===== src/rtl/matrix_scan_bcm_pkg.sv =====
// Shared types and width helpers for the HUB75 BCM scan controller.
package matrix_scan_pkg;

    typedef enum logic [2:0] {
        ST_IDLE,
        ST_SHIFT,
        ST_WAIT_ON,
        ST_BLANK,
        ST_LATCH
    } scan_state_e;

    function automatic int unsigned width_of(input int unsigned n);
        return (n <= 1) ? 1 : $clog2(n);
    endfunction

    localparam int unsigned COL_W   = width_of(64);
    localparam int unsigned ROW_W   = width_of(16);
    localparam int unsigned PLANE_W = width_of(6);

    // Full (dim+1)*(base<<plane) product width, kept untruncated before the >>8.
    function automatic int unsigned on_width(input int unsigned bit_depth,
                                             input int unsigned base_ticks);
        return 8 + bit_depth + $clog2(base_ticks) + 1;
    endfunction

endpackage


===== src/rtl/matrix_scan_bcm_if.sv =====
// Control inputs and panel/fetch outputs of the scan controller.
interface matrix_scan_bcm_if
    import matrix_scan_pkg::*;
#(
    parameter int unsigned COLUMNS   = 64,
    parameter int unsigned SCAN_ROWS = 16,
    parameter int unsigned BIT_DEPTH = 6
);
    localparam int unsigned CW = width_of(COLUMNS);
    localparam int unsigned RW = width_of(SCAN_ROWS);
    localparam int unsigned PW = width_of(BIT_DEPTH);

    logic          enable;
    logic [7:0]    global_dim;
    logic          swap_request;
    logic [CW-1:0] column_address;
    logic [RW-1:0] row_address;
    logic [PW-1:0] bit_index;
    logic [RW-1:0] row_address_active;
    logic          clk_pixel;
    logic          row_latch;
    logic          output_enable;
    logic          buffer_select;
    logic          swap_ack;
    logic          frame_start;

    modport master (
        input  enable, global_dim, swap_request,
        output column_address, row_address, bit_index, row_address_active,
               clk_pixel, row_latch, output_enable, buffer_select, swap_ack, frame_start
    );

    modport slave (
        output enable, global_dim, swap_request,
        input  column_address, row_address, bit_index, row_address_active,
               clk_pixel, row_latch, output_enable, buffer_select, swap_ack, frame_start
    );
endinterface


===== src/rtl/matrix_scan_bcm_on_timer.sv =====
// BCM on-timer: loads the scaled plane on-time at latch and counts it down.
module bcm_on_timer
    import matrix_scan_pkg::*;
#(
    parameter int unsigned BIT_DEPTH     = 6,
    parameter int unsigned BASE_ON_TICKS = 8,
    parameter int unsigned PW            = 3
) (
    input  logic          clk_in,
    input  logic          reset,
    input  logic          load_i,
    input  logic [PW-1:0] plane_i,
    input  logic [7:0]    dim_i,
    output logic          oe_o,
    output logic          busy_o
);
    localparam int unsigned W = on_width(BIT_DEPTH, BASE_ON_TICKS);

    logic [W-1:0] prod;
    logic [W-1:0] ticks;
    logic [W-1:0] cnt_q;

    always_comb begin
        prod  = (W'(dim_i) + W'(1)) * (W'(BASE_ON_TICKS) << plane_i);
        ticks = prod >> 8;
    end

    always_ff @(posedge clk_in) begin
        if (reset) begin
            cnt_q <= '0;
        end else if (load_i) begin
            cnt_q <= ticks;
        end else if (cnt_q != '0) begin
            cnt_q <= cnt_q - W'(1);
        end
    end

    assign oe_o   = (cnt_q != '0);
    // Still on after the coming edge: the scan must not blank yet.
    assign busy_o = (cnt_q > W'(1));

endmodule


===== src/rtl/matrix_scan_bcm.sv =====
// HUB75 scan controller: column shift, BCM plane/row sequencing, latch and buffer swap.
module matrix_scan_bcm
    import matrix_scan_pkg::*;
#(
    parameter int unsigned COLUMNS       = 64,
    parameter int unsigned SCAN_ROWS     = 16,
    parameter int unsigned BIT_DEPTH     = 6,
    parameter int unsigned FETCH_LATENCY = 1,
    parameter int unsigned BASE_ON_TICKS = 8
) (
    input  logic               clk_in,
    input  logic               reset,
    matrix_scan_bcm_if.master  bus
);
    localparam int unsigned CW = width_of(COLUMNS);
    localparam int unsigned RW = width_of(SCAN_ROWS);
    localparam int unsigned PW = width_of(BIT_DEPTH);
    localparam int unsigned SW = width_of(FETCH_LATENCY + 2);

    localparam logic [CW-1:0] COL_LAST   = CW'(COLUMNS - 1);
    localparam logic [RW-1:0] ROW_LAST   = RW'(SCAN_ROWS - 1);
    localparam logic [PW-1:0] PLANE_LAST = PW'(BIT_DEPTH - 1);
    localparam logic [SW-1:0] SLOT_LAST  = SW'(FETCH_LATENCY + 1);
    localparam logic [SW-1:0] SLOT_PRE   = SW'(FETCH_LATENCY);

    scan_state_e   state_q;
    logic [SW-1:0] slot_q;
    logic [CW-1:0] col_q;
    logic [RW-1:0] row_q, row_act_q, row_nx;
    logic [PW-1:0] plane_q, plane_nx;
    logic          clk_pix_q, latch_q, buf_q, ack_q, fstart_q;
    logic          frame_end, on_oe, on_busy;

    always_comb begin
        frame_end = (row_q == ROW_LAST) && (plane_q == PLANE_LAST);
        plane_nx  = plane_q + PW'(1);
        row_nx    = row_q;
        if (plane_q == PLANE_LAST) begin
            plane_nx = '0;
            row_nx   = (row_q == ROW_LAST) ? '0 : row_q + RW'(1);
        end
    end

    always_ff @(posedge clk_in) begin
        if (reset) begin
            state_q   <= ST_IDLE;
            slot_q    <= '0;
            col_q     <= '0;
            row_q     <= '0;
            plane_q   <= '0;
            row_act_q <= '0;
            clk_pix_q <= 1'b0;
            latch_q   <= 1'b0;
            buf_q     <= 1'b0;
            ack_q     <= 1'b0;
            fstart_q  <= 1'b0;
        end else begin
            latch_q  <= 1'b0;
            ack_q    <= 1'b0;
            fstart_q <= 1'b0;
            case (state_q)
                ST_IDLE: begin
                    if (bus.enable) begin
                        state_q   <= ST_SHIFT;
                        slot_q    <= '0;
                        col_q     <= '0;
                        clk_pix_q <= 1'b0;
                        fstart_q  <= (row_q == '0) && (plane_q == '0);
                    end
                end
                ST_SHIFT: begin
                    if (slot_q == SLOT_LAST) begin
                        slot_q    <= '0;
                        clk_pix_q <= 1'b0;
                        if (col_q == COL_LAST) begin
                            col_q   <= '0;
                            state_q <= on_busy ? ST_WAIT_ON : ST_BLANK;
                        end else begin
                            col_q <= col_q + CW'(1);
                        end
                    end else begin
                        slot_q    <= slot_q + SW'(1);
                        clk_pix_q <= (slot_q == SLOT_PRE);
                    end
                end
                ST_WAIT_ON: begin
                    if (!on_busy) state_q <= ST_BLANK;
                end
                ST_BLANK: begin
                    state_q <= ST_LATCH;
                    latch_q <= 1'b1;
                    // Swap is decided on entry so ack and the new buffer line up with the wrap latch.
                    if (frame_end && bus.swap_request) begin
                        ack_q <= 1'b1;
                        buf_q <= ~buf_q;
                    end
                end
                ST_LATCH: begin
                    row_act_q <= row_q;
                    plane_q   <= plane_nx;
                    row_q     <= row_nx;
                    if (bus.enable) begin
                        state_q   <= ST_SHIFT;
                        slot_q    <= '0;
                        col_q     <= '0;
                        clk_pix_q <= 1'b0;
                        fstart_q  <= (row_nx == '0) && (plane_nx == '0);
                    end else begin
                        state_q <= ST_IDLE;
                    end
                end
                default: state_q <= ST_IDLE;
            endcase
        end
    end

    bcm_on_timer #(
        .BIT_DEPTH    (BIT_DEPTH),
        .BASE_ON_TICKS(BASE_ON_TICKS),
        .PW           (PW)
    ) u_on_timer (
        .clk_in (clk_in),
        .reset  (reset),
        .load_i (state_q == ST_LATCH),
        .plane_i(plane_q),
        .dim_i  (bus.global_dim),
        .oe_o   (on_oe),
        .busy_o (on_busy)
    );

    assign bus.column_address     = col_q;
    assign bus.row_address        = row_q;
    assign bus.bit_index          = plane_q;
    assign bus.row_address_active = row_act_q;
    assign bus.clk_pixel          = clk_pix_q;
    assign bus.row_latch          = latch_q;
    assign bus.output_enable      = on_oe;
    assign bus.buffer_select      = buf_q;
    assign bus.swap_ack           = ack_q;
    assign bus.frame_start        = fstart_q;

endmodule


===== src/flat_wrapper.sv =====
// flat-port wrapper written by rule: the top's interface ports become plain ports
module matrix_scan_bcm_flat import matrix_scan_pkg::*;
#(
    parameter int unsigned COLUMNS       = 64,
    parameter int unsigned SCAN_ROWS     = 16,
    parameter int unsigned BIT_DEPTH     = 6,
    parameter int unsigned FETCH_LATENCY = 1,
    parameter int unsigned BASE_ON_TICKS = 8
)
  (clk_in, reset, bus_enable, bus_global_dim, bus_swap_request, bus_column_address, bus_row_address, bus_bit_index, bus_row_address_active, bus_clk_pixel, bus_row_latch, bus_output_enable, bus_buffer_select, bus_swap_ack, bus_frame_start);
  matrix_scan_bcm_if #(.COLUMNS(COLUMNS), .SCAN_ROWS(SCAN_ROWS), .BIT_DEPTH(BIT_DEPTH)) bus_i ();
  input  logic clk_in;
  input  logic reset;
  input wire logic [$bits(bus_i.enable)-1:0] bus_enable;
  input wire logic [$bits(bus_i.global_dim)-1:0] bus_global_dim;
  input wire logic [$bits(bus_i.swap_request)-1:0] bus_swap_request;
  output wire logic [$bits(bus_i.column_address)-1:0] bus_column_address;
  output wire logic [$bits(bus_i.row_address)-1:0] bus_row_address;
  output wire logic [$bits(bus_i.bit_index)-1:0] bus_bit_index;
  output wire logic [$bits(bus_i.row_address_active)-1:0] bus_row_address_active;
  output wire logic [$bits(bus_i.clk_pixel)-1:0] bus_clk_pixel;
  output wire logic [$bits(bus_i.row_latch)-1:0] bus_row_latch;
  output wire logic [$bits(bus_i.output_enable)-1:0] bus_output_enable;
  output wire logic [$bits(bus_i.buffer_select)-1:0] bus_buffer_select;
  output wire logic [$bits(bus_i.swap_ack)-1:0] bus_swap_ack;
  output wire logic [$bits(bus_i.frame_start)-1:0] bus_frame_start;
  assign bus_i.enable = bus_enable;
  assign bus_i.global_dim = bus_global_dim;
  assign bus_i.swap_request = bus_swap_request;
  assign bus_column_address = bus_i.column_address;
  assign bus_row_address = bus_i.row_address;
  assign bus_bit_index = bus_i.bit_index;
  assign bus_row_address_active = bus_i.row_address_active;
  assign bus_clk_pixel = bus_i.clk_pixel;
  assign bus_row_latch = bus_i.row_latch;
  assign bus_output_enable = bus_i.output_enable;
  assign bus_buffer_select = bus_i.buffer_select;
  assign bus_swap_ack = bus_i.swap_ack;
  assign bus_frame_start = bus_i.frame_start;
  matrix_scan_bcm #(.COLUMNS(COLUMNS), .SCAN_ROWS(SCAN_ROWS), .BIT_DEPTH(BIT_DEPTH), .FETCH_LATENCY(FETCH_LATENCY), .BASE_ON_TICKS(BASE_ON_TICKS)) u_core (.clk_in(clk_in), .reset(reset), .bus(bus_i));
endmodule

===== config.mk =====
export PLATFORM = sky130hd
export DESIGN_NAME = matrix_scan_bcm_flat
export DESIGN_NICKNAME = d
export VERILOG_FILES = /design/src/rtl/matrix_scan_bcm_pkg.sv /design/src/rtl/matrix_scan_bcm_if.sv /design/src/rtl/matrix_scan_bcm_on_timer.sv /design/src/rtl/matrix_scan_bcm.sv /design/src/flat_wrapper.sv
export SDC_FILE = /design/constraint.sdc
export NUM_CORES = 1
export LEC_CHECK = 0
export ABC_CLOCK_PERIOD_IN_PS = 6200
export CAP_MARGIN = 10
export CORE_MARGIN = 10
export CORE_UTILIZATION = 58
export DETAILED_ROUTE_END_ITERATION = 10
export HOLD_SLACK_MARGIN = 0.1
export PLACE_DENSITY = 0.9
export SLEW_MARGIN = 20
export SYNTH_ARGS = -nofsm -noshare
export SYNTH_HDL_FRONTEND = slang
export SYNTH_SLANG_ARGS = --single-unit

===== constraint.sdc =====
create_clock -name clk_in -period 6.2 [get_ports clk_in]
set_input_delay 0.93 -clock clk_in [delete_from_list [all_inputs] [get_ports clk_in]]
set_output_delay 0.93 -clock clk_in [all_outputs]
set_load 0.05 [all_outputs]

==> reports/metrics.cfg, run 1 <==
[clock_tree]
cts.sinks=44
clkTransAtPathRegs_ns=0.09
holdBufCountCts=0
clkLatencyLatePin_ns=0.30
cts_tree=yes
cts-root-buf=clkbuf_8
cts_setup_buffers=0
h-tree-depth=2
ctsResizeCount=0
clk_path_buf_depth=2
numCtsBuffers=5

[synthesis]
muxShareOfSynthArea_pct=1.17
synth_top_family_by_area=adder cells
yosys.area.top_type=dfxtp_1
syn_area_um2=4380
ys_seq_area_share_pct=20.1
syn-num-nets=627
syn-instance-count=539
avgSynthCellArea_um2=8.13
synthSimpleGateAreaFrac_pct=25.5
synth_area_leaders=dfxtp_1, fa_1, ha_1
synthArstFlopShare_pct=0
synth_xor_area_share_pct=8.19
synth_ff_type=dfxtp_1
synth-compound-area-share_pct=8.48
synth_fa_ha_area_share_pct=28.9
yosysWarnings=0
synth_seq_cells=44
synth_top_area_share_pct=20.1
synth_cell_types=54
synth_edf_count=0

[die]
row_count=31
die_y_um=107
fp.dieW_um=107
initial_utilization_pct=60.1
io_pins=35
core_area_um2=7290
dieArea_um2=11400

[setup_path]
rr_worst_depth=17
required_ns=6.41
path_buf_inv=4
cp_data_arrival_time_ns=5.95
crit_family=adder cells
crit_chain=clkdlybuf4s50_1 -> nand3_1 -> nor3_2 -> xnor2_1 -> or2_2 -> fa_1 -> fa_1 -> inv_1 -> fa_1 -> inv_1 -> fa_1 -> inv_1 -> ha_1 -> o21ai_0 -> o211ai_1 -> nand2_1 -> o21ai_0 -> xnor2_1 -> o31ai_1
timing.critical_path.fanout_max=6
rrSetupSlack_ns=1.05
end_kind=flop
critPathLaunchType=input port
worstSetupPathType=in2reg
timing.rr.start=u_core.bus.bit_index[0]
timing.rr.end=u_core.u_on_timer.cnt_q[9]
crit_path_frequent_cell=fa_1
slowest_stage=fa_1
max_stage_delay_ns=0.55

[power]
peakVddDrop_mv=0.131
powerDensity_nw_per_um2=219
power.static_leakage_nw=2.18
power.total_mw=1.08

[route]
first_iter_violations=236
vias=3804
routedWlPerCell_um=14.9
dr.pass1.iters=5
viasPerCell=5.69
wirelength_mm=9.96
ant_nets=0
drc=0

[placed_design]
placed_area_um2=4820
dp.cells=661
post-place-ws_ns=0.197
port_buffers=34
gp_congestion=0.885
dp_hpwl_mm=7.85

[cells_and_area]
layout-drive-gt1-share_pct=4.91
num-fill-cells=593
final_area_um2=4940
area_growth_pct=12.8
antenna_cells=0
final_common_cell=nor2_1
fin_util_pct=67.8
layout_common_cells=nor2_1, inv_1, nand2_1
nets=657
final_cells=669

[sta]
maxSlewViolCount=0
finalWorstSetupSlack_ns=0.459
min_period_over_period_pct=92.6
rsz0062_at_grt=no
setup-tns-final_ns=0
fin_skew_ns=0.00712
hold_viol_final=0
timing.hold.ws_ns=0.469
fin_crit_ns=5.74
clock.fmax_mhz=174
setup_viol=0
tightestPinTransition_ns=0.775
slew-limit-headroom_pct=48.1

[global_routing]
grt_pass1_vias=3834
antenna_found_initial=0
grt_usage_pct=18.0
grt_max_degree=33
grt_remaining_overflow=0
grt_first_pass_wirelength_mm=17.5

[hold_path]
hold_start=u_core.bus.row_address_active[3]
min_to=u_core.bus.row_address_active[3]
hold-path-cell-count=2
worstHoldPathType=reg2reg

[job]
max-cap-violations=0

[outcome]
outcome=complete, no violations

==> cell families after synthesis <==
kind of cell	count (synthesis)
muxes	5
buffers and inverters	85
DFF	44
adders and majority gates	76
xor gates and xnor gates	41
and+or+nand+nor	230
AOI/OAI and AO/OA	57
other	1
==> report_power, final <==
part	total, mW	switching [mW]	internal, mW
registers	0.395	0.0601	0.335
clock network	0.233	0.101	0.132
logic	0.453	0.258	0.196
==> worst max-delay path by stage <==
| stage | startpoint | to | slack (ns) | cells after the start |
|---|---|---|---|---|
| after global placement | bus_global_dim[2] | u_core.u_on_timer.cnt_q[9] | 0.33 | 19 |
| after detailed placement | bus_global_dim[2] | u_core.u_on_timer.cnt_q[9] | 0.20 | 19 |
| after floorplan | bus_global_dim[3] | u_core.u_on_timer.cnt_q[9] | 0.94 | 18 |
| final | bus_global_dim[2] | u_core.u_on_timer.cnt_q[9] | 0.46 | 19 |
| after CTS | bus_global_dim[2] | u_core.u_on_timer.cnt_q[9] | 0.49 | 19 |
| after global routing | bus_global_dim[2] | u_core.u_on_timer.cnt_q[9] | 0.11 | 19 |
==> sequential cells by signal (all words and copies together) (netlist names) <==
signal,cells
u_core.bus.bit_index,3
u_core.bus.buffer_select,1
u_core.bus.clk_pixel,1
u_core.bus.column_address,6
u_core.bus.frame_start,1
u_core.bus.row_address,4
u_core.bus.row_address_active,4
u_core.bus.row_latch,1
u_core.bus.swap_ack,1
u_core.slot_q,1
u_core.state_q,3
u_core.u_on_timer.cnt_q,18
==> Yosys cell counts (15+ instances only) <==
library cell / n
nor2_1: 80
inv_1: 65
nand2_1: 51
dfxtp_1: 44
fa_1: 42
ha_1: 34
a21oi_1: 23
xnor2_1: 23
xor2_1: 18
nor3_1: 17
nand2b_1: 15
==> area by class of cell <==
class | instances | area [um2] | share of cell area [%]
Tap cell | 99 | 124 | 2.51
Sequential cell | 44 | 881 | 17.8
Clock inverter | 2 | 38.8 | 0.785
Timing Repair Buffer | 42 | 400 | 8.10
Clock buffer | 6 | 82.6 | 1.67
Inverter | 66 | 248 | 5.01
Multi-Input combinational cell | 410 | 3170 | 64.1
==> worst min-delay path, cell delays in order, from the launching register on <==
cell	delay, ns
dfxtp_1	0.32
nand2_1	0.06
a21oi_1	0.05
==> layer usage <==
metal  vias to the layer above  global-route usage, %  share of wire [%]  wire length [um]
li1                       1808                      -                  -                 -
met1                      1848                   22.6                 43              4260
met2                       130                   30.6                 49              4880
met3                        18                   4.13                6.6               661
met4                         0                   4.45                1.6               163
met5                         -                      0                  0                 0
Note: power is estimated with default switching activity, not from simulation.
==> run 2: changes to the inputs <==
--- a/config.mk
+++ b/config.mk
@@ -5,13 +5,14 @@
 export SDC_FILE = /design/constraint.sdc
 export NUM_CORES = 1
 export LEC_CHECK = 0
+export ABC_AREA = 1
 export ABC_CLOCK_PERIOD_IN_PS = 6200
 export CAP_MARGIN = 10
 export CORE_MARGIN = 10
 export CORE_UTILIZATION = 58
 export DETAILED_ROUTE_END_ITERATION = 10
 export HOLD_SLACK_MARGIN = 0.1
-export PLACE_DENSITY = 0.9
+export PLACE_DENSITY = 0.89
 export SLEW_MARGIN = 20
 export SYNTH_ARGS = -nofsm -noshare
 export SYNTH_HDL_FRONTEND = slang
==> run 2 against run 1 <==
Against the previous run: register-to-register slack better by 0.14 ns; core utilization down 0.17 points; setup slack better by 0.099 ns; non-clock buffer count is 5 lower.
==> reports/metrics.cfg, run 2 <==
[synthesis]
syn-instance-count=643  ; was 539
ys_seq_area_share_pct=18.8  ; was 20.1%
synth_edf_count=0  ; unchanged
avgSynthCellArea_um2=7.28  ; was 8.13 um2
syn_area_um2=4680  ; was 4380 um2
netlist_top_cells_count=inv_1, nand2_1, nor2_1  ; was nor2_1, inv_1, nand2_1
syn-num-nets=731  ; was 627
synth_ff_type=dfxtp_1  ; unchanged
synth_top_area_share_pct=18.8  ; was 20.1%
yosysWarnings=0  ; unchanged
synthArstFlopShare_pct=0  ; unchanged
synthMostInstantiatedCell=inv_1  ; was nor2_1
synth_cell_types=45  ; was 54
synth_area_leaders=dfxtp_1, fa_1, inv_1  ; was dfxtp_1, fa_1, ha_1
synth_seq_cells=44  ; unchanged
yosys.area.top_type=dfxtp_1  ; unchanged

[cells_and_area]
layout-drive-gt1-share_pct=11.3  ; was 4.91%
fin_util_pct=67.6  ; was 67.8%
final_area_um2=5250  ; was 4940 um2
final_common_cell=inv_1  ; was nor2_1
antenna_cells=0  ; unchanged
seq_area_um2=881  ; unchanged
largest-register=u_core.u_on_timer.cnt_q  ; unchanged
largest_reg_flops=18  ; unchanged
final_cells=785  ; was 669
layout_common_cells=inv_1, nand2_1, nor2_1  ; was nor2_1, inv_1, nand2_1
num-fill-cells=596  ; was 593
nets=770  ; was 657
multi_input_area_um2=3230  ; was 3170 um2
area_growth_pct=12.3  ; was 12.8%

[route]
wirelength_mm=10.5  ; was 9.96 mm
dr.pass1.iters=5  ; unchanged
routedWlPerCell_um=13.4  ; was 14.9 um
drc=0  ; unchanged
viasPerCell=5.46  ; was 5.69
ant_nets=0  ; unchanged
first_iter_violations=231  ; was 236
vias=4288  ; was 3804

[setup_path]
cp_data_arrival_time_ns=5.87  ; was 5.95 ns
required_ns=6.43  ; was 6.41 ns
worstSetupPathType=in2reg  ; unchanged
end_kind=flop  ; unchanged
timing.critical_path.fanout_max=8  ; was 6
rr_worst_depth=20  ; was 17
critPathLaunchType=input port  ; unchanged

[clock_tree]
ctsResizeCount=0  ; unchanged
cts_setup_buffers=0  ; unchanged
numCtsBuffers=5  ; unchanged
clk_path_buf_depth=2  ; unchanged
cts-root-buf=clkbuf_8  ; unchanged
clkLatencyLatePin_ns=0.31  ; was 0.30 ns
clkTransAtPathRegs_ns=0.09  ; about the same
h-tree-depth=2  ; unchanged
holdBufCountCts=0  ; unchanged
cts.sinks=44  ; unchanged
cts_tree=yes  ; unchanged

[sta]
clock.fmax_mhz=177  ; was 174 MHz
setup-tns-final_ns=0  ; unchanged
min_period_over_period_pct=91.0  ; was 92.6%
hold_viol_final=0  ; unchanged
slew-limit-headroom_pct=44.0  ; was 48.1%
maxSlewViolCount=0  ; unchanged
rsz0062_at_grt=no  ; unchanged
setup_viol=0  ; unchanged
fin_crit_ns=5.64  ; was 5.74 ns
timing.hold.ws_ns=0.463  ; was 0.469 ns
fin_skew_ns=0.0214  ; was 0.00712 ns
tightestPinTransition_ns=0.834  ; was 0.775 ns

[die]
fp.dieW_um=110  ; was 107 um
row_count=32  ; was 31
io_pins=35  ; unchanged
dieArea_um2=12100  ; was 11400 um2
initial_utilization_pct=60.2  ; was 60.1%
core_area_um2=7770  ; was 7290 um2
die_y_um=110  ; was 107 um

[global_routing]
antenna_found_initial=0  ; unchanged
grt_max_degree=22  ; was 33
grt_first_pass_wirelength_mm=18.3  ; was 17.5 mm
grt_remaining_overflow=0  ; unchanged
grt_pass1_vias=4293  ; was 3834
grt_usage_pct=18.1  ; was 18.0%

[placed_design]
dp_hpwl_mm=8.52  ; was 7.85 mm
placed_area_um2=5140  ; was 4820 um2
port_buffers=34  ; unchanged
gp_congestion=0.923  ; was 0.885
dp.cells=777  ; was 661

[hold_path]
worstHoldPathType=reg2reg  ; unchanged
hold-path-cell-count=2  ; unchanged

[power]
powerDensity_nw_per_um2=251  ; was 219 nW/um2
power.static_leakage_nw=2.56  ; was 2.18 nW
peakVddDrop_mv=0.169  ; was 0.131 mV

[job]
max-cap-violations=0  ; unchanged

[outcome]
outcome=complete, no violations  ; unchanged

[run 2: final timing paths]
path / from / endpoint / slack, ns
hold / removal: u_core.bus.row_address_active[0] / u_core.bus.row_address_active[0] / 0.46
setup reg to reg: u_core.bus.bit_index[0] / u_core.u_on_timer.cnt_q[9] / 1.19
hold reg to reg: u_core.bus.row_address_active[0] / u_core.bus.row_address_active[0] / 0.46
setup / recovery: bus_global_dim[0] / u_core.u_on_timer.cnt_q[9] / 0.56
[run 2: cell families after synthesis]
| logic type | after synthesis | share of synthesized area (%) |
|---|---|---|
| fa+ha+maj | 76 | 27.1 |
| other cells | 1 | 0.0802 |
| simple gates | 282 | 29.5 |
| compound gates | 79 | 9.60 |
| flops | 44 | 18.8 |
| xor+xnor | 15 | 2.81 |
| buf+inv | 146 | 12.1 |
[run 2: power breakdown]
group          internal, mW  switching, mW  total, mW  leakage [nW]
logic                 0.240          0.457      0.698          2.14
clock network         0.121          0.104      0.226        0.0583
registers             0.337         0.0569      0.394         0.359
[run 2: worst max-delay path: stages]
cell and delay, ns:
clkdlybuf4s50_1 0.45, inv_2 0.15, nor3_1 0.09, xnor2_1 0.66
nor2_1 0.15, fa_1 0.59, fa_1 0.45, fa_1 0.55
inv_1 0.05, fa_1 0.53, inv_1 0.04, ha_1 0.33
a21oi_1 0.24, o21ai_0 0.13, nand2_1 0.07, nand3_1 0.08
inv_1 0.07, nand3_1 0.07, nand3_1 0.10, nand2_1 0.06
nor2_2 0.08
[run 2: stage by stage]
stage | worst slack, ns | total power [mW]
2_1_floorplan | 1.07 | 0.933
3_3_place_gp | 0.367 | 1.05
4_1_cts | 0.580 | 1.31
6_report | 0.559 | 1.32
3_5_place_dp | 0.273 | 1.07
5_1_grt | 0.156 | 1.41
[run 2: layout make-up]
cell class                 count  share of cell area, %
timing repair buffer          37                   6.91
clock inverter                 3                  0.905
tap                          102                   2.43
clock buffer                   5                   1.31
sequential                    44                   16.8
inverter                     141                   10.2
multi-input combinational    453                   61.5
[run 2: per-layer routing]
layer | GRT usage [%] | up-vias | wire (um)
li1 | - | 2080 | -
met1 | 20.8 | 2019 | 4420
met2 | 33.2 | 150 | 5250
met3 | 2.05 | 39 | 568
met4 | 7.16 | 0 | 289
met5 | 0 | - | 0
